## src/rtl/mymem_arbiter_if.sv

```systemverilog
// Request, response and memory-command signals of the two-port scratchpad arbiter.
// slave: arbiter side; master: requesters plus memory side.
interface mymem_arbiter_if #(
  parameter int unsigned ADDR_W = 10,
  parameter int unsigned DATA_W = 64,
  parameter int unsigned TAG_W  = 5
);
  logic              rq0_valid;
  logic              rq0_ready;
  logic              rq0_wren;
  logic [ADDR_W-1:0] rq0_addr;
  logic [DATA_W-1:0] rq0_wrdata;
  logic [TAG_W-1:0]  rq0_tag;
  logic              rq1_valid;
  logic              rq1_ready;
  logic              rq1_wren;
  logic [ADDR_W-1:0] rq1_addr;
  logic [DATA_W-1:0] rq1_wrdata;
  logic [TAG_W-1:0]  rq1_tag;

  logic              rs0_valid;
  logic              rs0_ready;
  logic [TAG_W-1:0]  rs0_tag;
  logic [DATA_W-1:0] rs0_data;
  logic              rs1_valid;
  logic              rs1_ready;
  logic [TAG_W-1:0]  rs1_tag;
  logic [DATA_W-1:0] rs1_data;

  logic              mem_rqvalid;
  logic [TAG_W-1:0]  mem_rqaddr;
  logic              mem_wren;
  logic [ADDR_W-1:0] mem_addr;
  logic [DATA_W-1:0] mem_wrdata;
  logic              mem_rdvalid;
  logic [TAG_W-1:0]  mem_rdaddr;
  logic [DATA_W-1:0] mem_rddata;

  modport slave (
    input  rq0_valid, rq0_wren, rq0_addr, rq0_wrdata, rq0_tag,
    input  rq1_valid, rq1_wren, rq1_addr, rq1_wrdata, rq1_tag,
    input  rs0_ready, rs1_ready,
    input  mem_rdvalid, mem_rdaddr, mem_rddata,
    output rq0_ready, rq1_ready,
    output rs0_valid, rs0_tag, rs0_data, rs1_valid, rs1_tag, rs1_data,
    output mem_rqvalid, mem_rqaddr, mem_wren, mem_addr, mem_wrdata
  );

  modport master (
    output rq0_valid, rq0_wren, rq0_addr, rq0_wrdata, rq0_tag,
    output rq1_valid, rq1_wren, rq1_addr, rq1_wrdata, rq1_tag,
    output rs0_ready, rs1_ready,
    output mem_rdvalid, mem_rdaddr, mem_rddata,
    input  rq0_ready, rq1_ready,
    input  rs0_valid, rs0_tag, rs0_data, rs1_valid, rs1_tag, rs1_data,
    input  mem_rqvalid, mem_rqaddr, mem_wren, mem_addr, mem_wrdata
  );
endinterface

```

## src/rtl/mymem_arbiter.sv

```systemverilog
// Round-robin arbiter sharing a single-port scratchpad between two requesters.
// Define MYMEM_ARB_STATS_EN to add saturating grant/conflict counters.
module mymem_arbiter #(
  parameter int unsigned ADDR_W  = 10,
  parameter int unsigned DATA_W  = 64,
  parameter int unsigned TAG_W   = 5,
  parameter int unsigned MEM_LAT = 1
) (
  input  logic                 clock,
  input  logic                 reset,
  mymem_arbiter_if.slave       bus
`ifdef MYMEM_ARB_STATS_EN
  ,
  output logic [31:0]          stat_grant0,
  output logic [31:0]          stat_grant1,
  output logic [31:0]          stat_conflict
`endif
);

  localparam int unsigned LastStage = MEM_LAT - 1;

  typedef struct packed {
    logic valid;
    logic owner;
  } flight_t;

  flight_t           pipe_q [MEM_LAT];
  logic [1:0]        rq_valid, rq_wren, rs_ready, rs_pop;
  logic [1:0]        in_flight, can_go, elig, ready, grant;
  logic              last_q, sel, cap, cap_owner;
  logic [1:0]        rs_valid_q;
  logic [TAG_W-1:0]  rs_tag_q  [2];
  logic [DATA_W-1:0] rs_data_q [2];

  assign rq_valid = {bus.rq1_valid, bus.rq0_valid};
  assign rq_wren  = {bus.rq1_wren, bus.rq0_wren};
  assign rs_ready = {bus.rs1_ready, bus.rs0_ready};
  assign rs_pop   = rs_valid_q & rs_ready;

  always_comb begin
    in_flight = '0;
    for (int s = 0; s < MEM_LAT; s++) begin
      if (pipe_q[s].valid) in_flight[pipe_q[s].owner] = 1'b1;
    end
  end

  // One outstanding read per port; a read may enter only if its slot is free by the edge.
  assign can_go = rq_wren | (~in_flight & (~rs_valid_q | rs_pop));
  assign elig   = rq_valid & can_go;

  always_comb begin
    ready = '0;
    if (!reset) begin
      ready[0] = can_go[0] & (!elig[1] | last_q);
      ready[1] = can_go[1] & (!elig[0] | !last_q);
    end
  end

  assign grant = ready & rq_valid;
  assign sel   = grant[1];

  assign bus.rq0_ready   = ready[0];
  assign bus.rq1_ready   = ready[1];
  assign bus.mem_addr    = sel ? bus.rq1_addr   : bus.rq0_addr;
  assign bus.mem_wrdata  = sel ? bus.rq1_wrdata : bus.rq0_wrdata;
  assign bus.mem_rqaddr  = sel ? bus.rq1_tag    : bus.rq0_tag;
  assign bus.mem_wren    = |(grant & rq_wren);
  assign bus.mem_rqvalid = |(grant & ~rq_wren);

  always_ff @(posedge clock) begin
    if (reset) begin
      last_q <= 1'b1;
    end else if (|grant) begin
      last_q <= grant[1];
    end
  end

  always_ff @(posedge clock) begin
    if (reset) begin
      for (int s = 0; s < MEM_LAT; s++) pipe_q[s] <= '0;
    end else begin
      pipe_q[0].valid <= bus.mem_rqvalid;
      pipe_q[0].owner <= sel;
      for (int s = 1; s < MEM_LAT; s++) pipe_q[s] <= pipe_q[s-1];
    end
  end

  // Untracked memory responses (e.g. reads dropped by reset) fall through here.
  assign cap       = bus.mem_rdvalid & pipe_q[LastStage].valid;
  assign cap_owner = pipe_q[LastStage].owner;

  always_ff @(posedge clock) begin
    if (reset) begin
      rs_valid_q <= '0;
      for (int p = 0; p < 2; p++) begin
        rs_tag_q[p]  <= '0;
        rs_data_q[p] <= '0;
      end
    end else begin
      for (int p = 0; p < 2; p++) begin
        if (cap && (cap_owner == 1'(p))) begin
          rs_valid_q[p] <= 1'b1;
          rs_tag_q[p]   <= bus.mem_rdaddr;
          rs_data_q[p]  <= bus.mem_rddata;
        end else if (rs_pop[p]) begin
          rs_valid_q[p] <= 1'b0;
        end
      end
    end
  end

  assign bus.rs0_valid = rs_valid_q[0];
  assign bus.rs0_tag   = rs_tag_q[0];
  assign bus.rs0_data  = rs_data_q[0];
  assign bus.rs1_valid = rs_valid_q[1];
  assign bus.rs1_tag   = rs_tag_q[1];
  assign bus.rs1_data  = rs_data_q[1];

`ifdef MYMEM_ARB_STATS_EN
  logic [31:0] grant0_q, grant1_q, conflict_q;
  logic        conflict;

  assign conflict = (&rq_valid) & (|grant);

  always_ff @(posedge clock) begin
    if (reset) begin
      grant0_q   <= '0;
      grant1_q   <= '0;
      conflict_q <= '0;
    end else begin
      if (grant[0] && (grant0_q != '1)) grant0_q <= grant0_q + 32'd1;
      if (grant[1] && (grant1_q != '1)) grant1_q <= grant1_q + 32'd1;
      if (conflict && (conflict_q != '1)) conflict_q <= conflict_q + 32'd1;
    end
  end

  assign stat_grant0   = grant0_q;
  assign stat_grant1   = grant1_q;
  assign stat_conflict = conflict_q;
`endif

endmodule

```

## src/flat_wrapper.sv

```systemverilog
// flat-port wrapper written by rule: the top's interface ports become plain ports
module mymem_arbiter_flat 
#(
  parameter int unsigned ADDR_W  = 10,
  parameter int unsigned DATA_W  = 64,
  parameter int unsigned TAG_W   = 5,
  parameter int unsigned MEM_LAT = 1
)
  (clock, reset, bus_rq0_valid, bus_rq0_wren, bus_rq0_addr, bus_rq0_wrdata, bus_rq0_tag, bus_rq1_valid, bus_rq1_wren, bus_rq1_addr, bus_rq1_wrdata, bus_rq1_tag, bus_rs0_ready, bus_rs1_ready, bus_mem_rdvalid, bus_mem_rdaddr, bus_mem_rddata, bus_rq0_ready, bus_rq1_ready, bus_rs0_valid, bus_rs0_tag, bus_rs0_data, bus_rs1_valid, bus_rs1_tag, bus_rs1_data, bus_mem_rqvalid, bus_mem_rqaddr, bus_mem_wren, bus_mem_addr, bus_mem_wrdata);
  mymem_arbiter_if #(.ADDR_W(ADDR_W), .DATA_W(DATA_W), .TAG_W(TAG_W)) bus_i ();
  input  logic clock;
  input  logic reset;
  input wire logic [$bits(bus_i.rq0_valid)-1:0] bus_rq0_valid;
  input wire logic [$bits(bus_i.rq0_wren)-1:0] bus_rq0_wren;
  input wire logic [$bits(bus_i.rq0_addr)-1:0] bus_rq0_addr;
  input wire logic [$bits(bus_i.rq0_wrdata)-1:0] bus_rq0_wrdata;
  input wire logic [$bits(bus_i.rq0_tag)-1:0] bus_rq0_tag;
  input wire logic [$bits(bus_i.rq1_valid)-1:0] bus_rq1_valid;
  input wire logic [$bits(bus_i.rq1_wren)-1:0] bus_rq1_wren;
  input wire logic [$bits(bus_i.rq1_addr)-1:0] bus_rq1_addr;
  input wire logic [$bits(bus_i.rq1_wrdata)-1:0] bus_rq1_wrdata;
  input wire logic [$bits(bus_i.rq1_tag)-1:0] bus_rq1_tag;
  input wire logic [$bits(bus_i.rs0_ready)-1:0] bus_rs0_ready;
  input wire logic [$bits(bus_i.rs1_ready)-1:0] bus_rs1_ready;
  input wire logic [$bits(bus_i.mem_rdvalid)-1:0] bus_mem_rdvalid;
  input wire logic [$bits(bus_i.mem_rdaddr)-1:0] bus_mem_rdaddr;
  input wire logic [$bits(bus_i.mem_rddata)-1:0] bus_mem_rddata;
  output wire logic [$bits(bus_i.rq0_ready)-1:0] bus_rq0_ready;
  output wire logic [$bits(bus_i.rq1_ready)-1:0] bus_rq1_ready;
  output wire logic [$bits(bus_i.rs0_valid)-1:0] bus_rs0_valid;
  output wire logic [$bits(bus_i.rs0_tag)-1:0] bus_rs0_tag;
  output wire logic [$bits(bus_i.rs0_data)-1:0] bus_rs0_data;
  output wire logic [$bits(bus_i.rs1_valid)-1:0] bus_rs1_valid;
  output wire logic [$bits(bus_i.rs1_tag)-1:0] bus_rs1_tag;
  output wire logic [$bits(bus_i.rs1_data)-1:0] bus_rs1_data;
  output wire logic [$bits(bus_i.mem_rqvalid)-1:0] bus_mem_rqvalid;
  output wire logic [$bits(bus_i.mem_rqaddr)-1:0] bus_mem_rqaddr;
  output wire logic [$bits(bus_i.mem_wren)-1:0] bus_mem_wren;
  output wire logic [$bits(bus_i.mem_addr)-1:0] bus_mem_addr;
  output wire logic [$bits(bus_i.mem_wrdata)-1:0] bus_mem_wrdata;
  assign bus_i.rq0_valid = bus_rq0_valid;
  assign bus_i.rq0_wren = bus_rq0_wren;
  assign bus_i.rq0_addr = bus_rq0_addr;
  assign bus_i.rq0_wrdata = bus_rq0_wrdata;
  assign bus_i.rq0_tag = bus_rq0_tag;
  assign bus_i.rq1_valid = bus_rq1_valid;
  assign bus_i.rq1_wren = bus_rq1_wren;
  assign bus_i.rq1_addr = bus_rq1_addr;
  assign bus_i.rq1_wrdata = bus_rq1_wrdata;
  assign bus_i.rq1_tag = bus_rq1_tag;
  assign bus_i.rs0_ready = bus_rs0_ready;
  assign bus_i.rs1_ready = bus_rs1_ready;
  assign bus_i.mem_rdvalid = bus_mem_rdvalid;
  assign bus_i.mem_rdaddr = bus_mem_rdaddr;
  assign bus_i.mem_rddata = bus_mem_rddata;
  assign bus_rq0_ready = bus_i.rq0_ready;
  assign bus_rq1_ready = bus_i.rq1_ready;
  assign bus_rs0_valid = bus_i.rs0_valid;
  assign bus_rs0_tag = bus_i.rs0_tag;
  assign bus_rs0_data = bus_i.rs0_data;
  assign bus_rs1_valid = bus_i.rs1_valid;
  assign bus_rs1_tag = bus_i.rs1_tag;
  assign bus_rs1_data = bus_i.rs1_data;
  assign bus_mem_rqvalid = bus_i.mem_rqvalid;
  assign bus_mem_rqaddr = bus_i.mem_rqaddr;
  assign bus_mem_wren = bus_i.mem_wren;
  assign bus_mem_addr = bus_i.mem_addr;
  assign bus_mem_wrdata = bus_i.mem_wrdata;
  mymem_arbiter #(.ADDR_W(ADDR_W), .DATA_W(DATA_W), .TAG_W(TAG_W), .MEM_LAT(MEM_LAT)) u_core (.clock(clock), .reset(reset), .bus(bus_i));
endmodule
```

## config.mk

```make
export PLATFORM = sky130hd
export DESIGN_NAME = mymem_arbiter_flat
export DESIGN_NICKNAME = d
export VERILOG_FILES = /design/src/rtl/mymem_arbiter_if.sv /design/src/rtl/mymem_arbiter.sv /design/src/flat_wrapper.sv
export SDC_FILE = /design/constraint.sdc
export NUM_CORES = 1
export LEC_CHECK = 0
export ABC_AREA = 1
export BUFFER_PORTS_ARGS = -buffer_cell sky130_fd_sc_hd__buf_4
export CAP_MARGIN = 20
export CORE_AREA = 5 5 175 177
export DETAILED_ROUTE_END_ITERATION = 10
export DIE_AREA = 0 0 180 182
export GPL_TIMING_DRIVEN = 0
export RECOVER_POWER = 100
export SYNTH_ARGS = -nofsm -noshare
export SYNTH_HDL_FRONTEND = slang
export SYNTH_SLANG_ARGS = --single-unit
```

## constraint.sdc

```tcl
create_clock -name clock -period 2.2 [get_ports clock]
set_clock_uncertainty 0.05 [all_clocks]
set_input_delay 0.33 -clock clock [delete_from_list [all_inputs] [get_ports clock]]
set_output_delay 0.33 -clock clock [all_outputs]
set_load 0.03 [all_outputs]
```

Yosys cells after proc, flatten, opt, wreduce, memory -nomap -nowiden
Memories as Yosys holds them, arrays and structs flattened.
Cells that the tools add are included.
{"block": "classes", "n_lt_le_gt_ge": 2, "n_mux": 26, "reduce_logical": 12, "bitwise": 21}
{"operator": "64-bit two-way mux", "count": 3}
{"operator": "5-bit two-way mux", "count": 3}
{"operator": "1-bit two-way mux", "count": 14}
{"operator": "2-bit AND", "count": 6}
{"operator": "10-bit two-way mux", "count": 1}
{"operator": "2-bit two-way mux", "count": 4}
{"operator": "2-bit OR reduction", "count": 4}
{"operator": "2-bit inverter", "count": 3}
{"operator": "1-bit OR", "count": 6}
{"operator": "2-bit OR", "count": 2}
{"operator": "2-bit nonzero test", "count": 2}
{"operator": "1-bit AND", "count": 3}
{"operator": "1-bit logical AND", "count": 3}
{"operator": "1-bit logical NOT", "count": 3}
{"operator": "1-bit by 2-bit less-than comparator with 1-bit output (second input constant)", "count": 1}
{"operator": "1-bit demux with 1-bit select", "count": 1}
{"operator": "1-bit >= comparator (second input constant)", "count": 1}
{"operator": "1-bit inverter", "count": 1}
{"block": "totals", "mem_bits_rw": 140, "wordCells": 67, "n_memories": 3, "out_inout_bits": 223, "register_bits": 3, "in_bits": 236}
{"memory": "u_core.rs_data_q", "words": 2, "word_bits": 64, "rd": 2, "rd_clocked_by_memory_dff": 0, "wr": 2, "line": "mymem_arbiter.sv:33", "text": "logic [DATA_W-1:0] rs_data_q [2];"}
{"memory": "u_core.rs_tag_q", "words": 2, "word_bits": 5, "rd": 2, "rd_clocked_by_memory_dff": 0, "wr": 2, "line": "mymem_arbiter.sv:32", "text": "logic [TAG_W-1:0] rs_tag_q [2];"}
{"memory": "u_core.pipe_q", "words": 1, "word_bits": 2, "rd": 1, "rd_clocked_by_memory_dff": 0, "wr": 2, "line": "mymem_arbiter.sv:27", "text": "flight_t pipe_q [MEM_LAT];"}

Depth between registers and ports, before layout
Gate-level depths: netlist of the first run.
An unclocked memory read counts as a cell.
{"block": "logic_depth", "word_depth": 18, "ltp_mapped": 10, "depth_no_buf": 9}

Worst setup path after synthesis of the first run
No wires, ideal clock.
{"block": "synth_path", "kind": "flip-flop to flip-flop", "startpoint": "mem u_core.pipe_q[0][1] in the netlist's numbering", "endpoint": "mem u_core.rs_data_q[0][0] (enable)", "slack_ns": -0.235, "setup_ns": 0.429, "path_buffers": 0, "arrival_ns": 1.956, "stages_incl_launch_ff": 3, "t_required_ns": 1.721, "cell_sequence": "dfxtp_1 -> nand3_1 -> nand2_1"}
{"item": "start, declared", "line": "mymem_arbiter.sv:27"}
{"item": "end, declared", "line": "mymem_arbiter.sv:33"}

Worst setup path in the final report of the first run
{"block": "layout_path", "startpoint": "mem u_core.pipe_q[0][1] in the netlist's numbering", "endpoint": "out bus_mem_wrdata[2]"}
{"block": "layout_via", "elab_chain_cells": 12}
{"item": "memory 1 x 2 bit (*)"}
{"item": "2-bit two-way mux (*)", "line": "mymem_arbiter.sv:43", "text": "if (pipe_q[s].valid) in_flight[pipe_q[s].owner] = 1'b1;"}
{"item": "2-bit inverter (*)", "line": "mymem_arbiter.sv:48", "text": "assign can_go = rq_wren | (~in_flight & (~rs_valid_q | rs_pop));"}
{"item": "2-bit AND (*)", "line": "mymem_arbiter.sv:48"}
{"item": "2-bit OR (*)", "line": "mymem_arbiter.sv:48"}
{"item": "2-bit AND", "line": "mymem_arbiter.sv:49", "text": "assign elig = rq_valid & can_go;"}
{"item": "1-bit logical NOT", "line": "mymem_arbiter.sv:55", "text": "ready[1] = can_go[1] & (!elig[0] | !last_q);"}
{"item": "1-bit OR", "line": "mymem_arbiter.sv:55"}
{"item": "1-bit AND (*)", "line": "mymem_arbiter.sv:55"}
{"item": "2-bit two-way mux (*)", "line": "mymem_arbiter.sv:53", "text": "if (!reset) begin"}
{"item": "2-bit AND (*)", "line": "mymem_arbiter.sv:59", "text": "assign grant = ready & rq_valid;"}
{"item": "64-bit two-way mux (*)", "line": "mymem_arbiter.sv:65", "text": "assign bus.mem_wrdata = sel ? bus.rq1_wrdata : bus.rq0_wrdata;"}
{"item": "end, declared", "line": "flat_wrapper.sv:40", "text": "output wire logic [$bits(bus_i.mem_wrdata)-1:0] bus_mem_wrdata;"}
Mark *: on every way between the ends. The rest lies on a longest branch, timed or not.

==> flow_summary.yaml, run 1 <==
status:
  run_status: "complete, but fails checks"
  violations: "setup timing"
global_route:
  antenna_found_initial: 0
  grt_first_pass_wirelength_um: 37700
  grt.total_usage_pct: 15.2
  grt_max_degree: 53
  grt_pass1_vias: 6234
  grt.overflow.total: 0
cells_and_area:
  insertedDiodeCount: 0
  areaGrowthSynthToFinish_pct: 93.6
  final_util_pct: 40.0
  final_layout_size_suffix_gt1_share_pct: 60.1
  num-fill-cells: 2877
  final_area_um2: 11600
  fin_cells: 1477
  fin_nets: 1310
clock_network:
  cts_buffer_depth: 2
  cts_hold_buf: 0
  cts_inserted_buffers: 17
  tritoncts: "yes"
  cts.sink_count: 143
  cts-htree-levels: 4
  cts.root.buffer_cell: "sky130_fd_sc_hd__clkbuf_16"
  cts.clk_slew.worst_paths_ns: 0.06
  clk-insertion-delay-late_ns: 0.41
floorplan:
  chipWidth_um: 180
  core-area_um2: 29100
  initial_core_util_pct: 20.6
  die-area_um2: 32800
  placementRows: 63
  ioPinCount: 459
  chipHeight_um: 182
logic_synthesis:
  synth_top_family_by_area: "simple AND/OR/NAND/NOR gates"
  most_frequently_used_cell_type_in_the_post_synthesis_netlist: "sky130_fd_sc_hd__nand2_1"
  post_synth_inst_count: 587
  yosys-mux-area-fraction_pct: 0
  yosys_most_used_dff: "sky130_fd_sc_hd__edfxtp_1"
  synth-simple-area-share_pct: 21.1
  ys_seq_elements: 143
  yosys.cell_types.count: 15
  seq_area_frac_synth_pct: 70.7
  synth.top_cells.by_count: "sky130_fd_sc_hd__nand2_1, sky130_fd_sc_hd__edfxtp_1, sky130_fd_sc_hd__inv_1"
  synth_compound_area_share_pct: 0.583
  post_synth_instance_area_um2: 6010
  synth_top_area_share_pct: 69.0
  post_synthesis_xor_xnor_area_fraction_pct: 0
  adder_cell_share_of_the_synthesized_area_pct: 0
  synth-edff-count: 138
  yosys-top-cells-area: "sky130_fd_sc_hd__edfxtp_1, sky130_fd_sc_hd__nand2_1, sky130_fd_sc_hd__inv_1, sky130_fd_sc_hd__nor2_1, sky130_fd_sc_hd__dfxtp_1"
  ys.warnings.count: 0
  synth_fp_nets: 823
  asyncSetResetFlopFracSynth_pct: 0
  syn_area_per_cell_um2: 10.2
  synth.largest_area_cell: "sky130_fd_sc_hd__edfxtp_1"
route:
  via_per_inst: 3.92
  vias: 5787
  routed_length_per_placed_instance_um: 17.7
  post-route-drc-count: 0
  drtPass1Iterations: 4
  ant_nets: 0
  routed_wirelength_um: 26100
  dr.first_iter.drc_count: 209
placed_design:
  place_inst: 1437
  buffer_ports.inserted: 458
  detailed_place.area_um2: 10000
  hpwl_um: 20600
  routabilityCongestion: 0.855
  post-place-ws_ns: -0.0459
pwr:
  irDropWorstVdd_v: 0.000387
  cellLeakagePower_nw: 5.73
  power_per_cell_area_nw_per_um2: 692
timing:
  hold_ws_ns: 0.0871
  final-setup-viol-count: 76
  final.period_utilization_pct: 103
  transition_time_at_the_pin_with_the_least_slew_margin_ns: 0.665
  hold_viol_final: 0
  relSlewSlack_pct: 55.7
  timing_max_transition_violations_final: 0
  rsz0062_at_grt: "true"
  fmax_ghz: 0.440
  fin_crit_ns: 2.27
  finalWorstSetupSlack_ns: -0.0702
worst_setup_path:
  critical_path.startpoint_type: "flip-flop"
  timing_worst_setup_path_type: "reg2out"
  cp_arrival_ns: 1.89
  crit_path_end_kind: "primary output"
  worst-endpoint-required_ns: 1.82
  cp_max_fo: 6
flow_run:
  drv_cap: 0
hold_path:
  hold_path.class: "in2reg"
## power breakdown
part | switching (mW) | internal (mW)
Clock | 1.16 | 1.68
Sequential | 0.0425 | 3.13
Combinational | 1.15 | 0.880
## critical path, stage by stage, from the launching register on
cell,delay (ns)
sky130_fd_sc_hd__dfxtp_2,0.33
sky130_fd_sc_hd__nand2_2,0.06
sky130_fd_sc_hd__nand2_2,0.07
sky130_fd_sc_hd__a21oi_4,0.18
sky130_fd_sc_hd__nand3_4,0.18
sky130_fd_sc_hd__buf_12,0.21
sky130_fd_sc_hd__buf_12,0.14
sky130_fd_sc_hd__nand2_1,0.07
sky130_fd_sc_hd__nand2_2,0.08
sky130_fd_sc_hd__buf_6,0.14
## metal layers
layer / track usage [%] / wire length (um) / share of wire [%]
met5: 0 / 0 / 0
met2: 27.6 / 13500 / 52
met4: 3.87 / 371 / 1.4
met1: 16.1 / 9410 / 36
met3: 6.95 / 2820 / 11
## state kept, by name, indices dropped and copies added (netlist names)
name and flops:
u_core.last_q 1, u_core.pipe_q 2, u_core.rs_data_q 128, u_core.rs_tag_q 10
u_core.rs_valid_q 2
## final timing paths
check | startpoint | depth (start not counted) | to | slack, ns
max reg2reg | u_core.pipe_q[0][1] | 4 | u_core.rs_data_q[0][87] | 0.32
max | u_core.pipe_q[0][1] | 9 | bus_mem_wrdata[2] | -0.07
min | reset | 2 | u_core.rs_valid_q[0] | 0.09
min reg2reg | u_core.last_q | 2 | u_core.last_q | 0.42
## area by class of cell
type	count	area, um2	area share (%)
sequential	143	4250	36.5
timing repair buffer	468	3930	33.8
multi-input combinational	340	1790	15.4
tap	390	488	4.20
clock buffer	17	425	3.66
inverter	80	313	2.69
buffer	24	279	2.40
clock inverter	15	159	1.37
## through the flow
stage                     power [mW]  TNS (ns)
after CTS                       8.07     -4.87
after detailed placement        4.99   -0.0917
after global routing            8.39    -10.48
final                           8.05     -2.47
after global placement          4.98    -31.58
after floorplan                 4.08         0
## what timing repair did
action | CTS | global route
setup endpoints to repair | 81 | 81
cloned | 4 | 0
setup buffers | 3 | 1
gates resized for setup | 188 | 97
pin swaps | 12 | 15
hold endpoints to repair | 0 | 0
## cell usage in the layout (no fill, tap or decap)
cell and instances:
sky130_fd_sc_hd__buf_4 381, sky130_fd_sc_hd__edfxtp_1 138, sky130_fd_sc_hd__nand2_1 128, sky130_fd_sc_hd__nand2_2 100, sky130_fd_sc_hd__buf_6 86, sky130_fd_sc_hd__inv_1 78, sky130_fd_sc_hd__nor2_1 70, sky130_fd_sc_hd__nand2_4 27
sky130_fd_sc_hd__clkbuf_16 17, sky130_fd_sc_hd__clkbuf_1 7, sky130_fd_sc_hd__buf_16 6, sky130_fd_sc_hd__buf_12 5, sky130_fd_sc_hd__buf_8 5, sky130_fd_sc_hd__nand3_1 4, sky130_fd_sc_hd__inv_6 4, sky130_fd_sc_hd__dfxtp_2 4
sky130_fd_sc_hd__a21oi_1 3, sky130_fd_sc_hd__clkinvlp_4 3, sky130_fd_sc_hd__buf_2 2, sky130_fd_sc_hd__nand4_1 2, sky130_fd_sc_hd__bufinv_16 2, sky130_fd_sc_hd__clkinv_4 2, sky130_fd_sc_hd__clkinv_1 2, sky130_fd_sc_hd__a21oi_4 1
sky130_fd_sc_hd__inv_2 1, sky130_fd_sc_hd__nand3_4 1, sky130_fd_sc_hd__clkinv_8 1, sky130_fd_sc_hd__nor2_2 1, sky130_fd_sc_hd__o21ai_2 1, sky130_fd_sc_hd__o21ai_4 1, sky130_fd_sc_hd__o21ai_0 1, sky130_fd_sc_hd__inv_8 1
sky130_fd_sc_hd__clkinv_2 1, sky130_fd_sc_hd__dfxtp_1 1
## cells by family after synthesis
| group | count (synthesis) |
|---|---|
| buffers and inverters | 104 |
| AND/OR/NAND/NOR | 333 |
| AO/OA/AOI/OAI | 7 |
| flip-flops | 143 |
Note: power is estimated with default switching activity, not from simulation.
==> run 2: changes to the inputs <==
--- a/config.mk
+++ b/config.mk
@@ -8,11 +8,12 @@
 export ABC_AREA = 1
 export BUFFER_PORTS_ARGS = -buffer_cell sky130_fd_sc_hd__buf_4
 export CAP_MARGIN = 20
-export CORE_AREA = 5 5 175 177
+export CORE_AREA = 5 5 176 178
 export DETAILED_ROUTE_END_ITERATION = 10
-export DIE_AREA = 0 0 180 182
+export DIE_AREA = 0 0 181 183
 export GPL_TIMING_DRIVEN = 0
 export RECOVER_POWER = 100
+export SKIP_LAST_GASP = 1
 export SYNTH_ARGS = -nofsm -noshare
 export SYNTH_HDL_FRONTEND = slang
 export SYNTH_SLANG_ARGS = --single-unit
==> constraint.sdc (replaced) <==
create_clock -name clock -period 2.41 [get_ports clock]
set_clock_uncertainty 0.05 [all_clocks]
set_input_delay 0.3615 -clock clock [delete_from_list [all_inputs] [get_ports clock]]
set_output_delay 0.3615 -clock clock [all_outputs]
set_load 0.03 [all_outputs]
==> run 2 against run 1 <==
  * The flow now finishes without violations
  * Sequential share of layout area is 2.5 points higher
  * Critical path type unchanged
  * Sequential cell count stayed put
  * Clock-buffer cell count is 4 higher
  * Critical path depth is 2 higher
  * First-iteration DRC count is 33% higher
  * Hold slack better by 0.014 ns
  * Global-route usage is 0.58 points lower
  * Final area is 6.4% lower
  * Clock power is 9.1% lower
==> flow_summary.yaml, run 2 (synthesized netlist as in run 1, its figures left out) <==
status:
  run_status: "completed"
route:
  via_per_inst: 3.90
  routed_length_per_placed_instance_um: 17.6
  ant_nets: 0
  dr.first_iter.drc_count: 279
  post-route-drc-count: 0
  routed_wirelength_um: 25900
  vias: 5735
  drtPass1Iterations: 4
clock_network:
  cts_hold_buf: 0
  clk-insertion-delay-late_ns: 0.42
  tritoncts: "yes"
  cts.sink_count: 143
  cts_buffer_depth: 2
  cts.clk_slew.worst_paths_ns: 0.06
  cts.root.buffer_cell: "sky130_fd_sc_hd__clkbuf_16"
  cts-htree-levels: 4
  cts_inserted_buffers: 17
floorplan:
  core-area_um2: 29200
  ioPinCount: 459
  initial_core_util_pct: 20.5
  die-area_um2: 33100
  placementRows: 63
  chipWidth_um: 181
  chipHeight_um: 183
cells_and_area:
  largest_register_ffs: 128
  final_area_um2: 10900
  final_util_pct: 37.2
  fin_cells: 1471
  areaGrowthSynthToFinish_pct: 81.3
  fin_nets: 1304
  final_common_cell: "sky130_fd_sc_hd__buf_4"
  final_layout_size_suffix_gt1_share_pct: 50.4
  largest_register: "u_core.rs_data_q"
  reg.largest.list: "u_core.rs_data_q x128, u_core.rs_tag_q x10"
  layout_common_cells: "sky130_fd_sc_hd__buf_4, sky130_fd_sc_hd__nand2_1, sky130_fd_sc_hd__edfxtp_1, sky130_fd_sc_hd__inv_1, sky130_fd_sc_hd__nor2_1"
  num-fill-cells: 2955
worst_setup_path:
  reg2reg_setup_slack_ns: 0.57
  crit_path_end_kind: "primary output"
  path_cells: "inv_2 > nand2_1 > nand2_2 > nand2_2 > nand2_2 > nand3_4 > clkbuf_16 > buf_6 > nand2_1 > nand2_1 > buf_6"
  cp_max_fo: 10
  path_buf_inv: 4
  timing.reg2reg.worst_path_depth: 3
  timing_worst_setup_path_type: "reg2out"
  critical_path.startpoint_type: "flip-flop"
  worst-endpoint-required_ns: 2.00
  cpMaxStageDelayCell: "sky130_fd_sc_hd__dfxtp_2"
  worst_path_dominant_cell_family: "simple AND/OR/NAND/NOR gates"
  worstReg2RegEnd: "u_core.rs_data_q[0][80]"
  timing.critical_path.slowest_cell_delay_ns: 0.34
  cp_arrival_ns: 1.92
  reg2reg_from: "u_core.pipe_q[0][1]"
global_route:
  grt.overflow.total: 0
  grt.total_usage_pct: 14.6
  grt_pass1_vias: 5988
  grt_first_pass_wirelength_um: 36300
  antenna_found_initial: 2
  grt_max_degree: 56
placed_design:
  place_inst: 1437
  buffer_ports.inserted: 458
  hpwl_um: 21100
  detailed_place.area_um2: 10000
  routabilityCongestion: 0.895
hold_path:
  hold-path-endpoint: "u_core.pipe_q[0][1]"
  min_path_cells: 2
  hold_path.class: "in2reg"
  min_from: "bus_rq1_wren"
pwr:
  irDropWorstVdd_v: 0.000365
  total_power_mw: 7.16
  power_per_cell_area_nw_per_um2: 657
  cellLeakagePower_nw: 5.53
timing:
  final-setup-viol-count: 0
  hold_viol_final: 0
  rsz0062_at_grt: "true"
  fmax_ghz: 0.430
  hold_ws_ns: 0.101
  relSlewSlack_pct: 54.9
  transition_time_at_the_pin_with_the_least_slew_margin_ns: 0.677
  fin_crit_ns: 2.33
  timing_max_transition_violations_final: 0
  final.period_utilization_pct: 96.6
flow_run:
  drv_cap: 0
run 2: worst max-delay path by stage:
stage                          from                       end  slack [ns]  cells past startpoint
2_1_floorplan  u_core.rs_valid_q[0]           bus_mem_rqvalid        0.20                      7
3_3_place_gp                  reset  u_core.rs_data_q[0][102]       -0.08                      3
3_5_place_dp                  reset   u_core.rs_data_q[0][16]        0.14                      5
4_1_cts        u_core.rs_valid_q[0]           bus_mem_addr[3]      0.0005                     10
5_1_grt         u_core.pipe_q[0][0]         bus_mem_wrdata[8]       -0.04                     11
6_report        u_core.pipe_q[0][0]        bus_mem_wrdata[30]        0.08                     11
run 2: timing repair:
item | 4_1_cts | 5_1_grt
endpoints found under the hold margin | 0 | 0
cloned | 0 | 1
pin swaps | 0 | 4
resized for setup | 17 | 72
endpoints found under the setup margin | 79 | 81
setup buffers | 0 | 1
run 2: layout make-up:
type                       instances  area [um2]  area share, %
sequential                       143        4250           39.0
buffer                            24         225           2.07
clock inverter                    10         136           1.25
antenna                            1        2.50         0.0230
multi-input combinational        340        1420           13.0
timing repair buffer             462        3620           33.2
inverter                          80         313           2.87
tap                              390         488           4.48
clock buffer                      21         440           4.04
run 2: per-stage QoR:
stage,TNS [ns],worst slack (ns)
after floorplan,0,0.203
final,0,0.0823
after detailed placement,0,0.143
after CTS,0,0.000498
after global routing,-0.690,-0.0409
after global placement,-8.89,-0.0787
run 2: power by group:
group	leakage, nW	switching [mW]	total [mW]	internal, mW
logic	3.78	0.977	1.67	0.689
registers	1.47	0.0407	2.90	2.86
clock network	0.275	0.974	2.59	1.62
total	5.53	1.99	7.16	5.17
run 2: metal layers:
| layer | up-vias | part of all wire, % | global-route usage [%] |
|---|---|---|---|
| met2 | 322 | 51 | 25.9 |
| met1 | 2588 | 36 | 15.5 |
| met3 | 28 | 12 | 7.14 |
| li1 | 2797 | - | - |
| met5 | - | 0 | 0 |
| met4 | 0 | 1.6 | 4.32 |
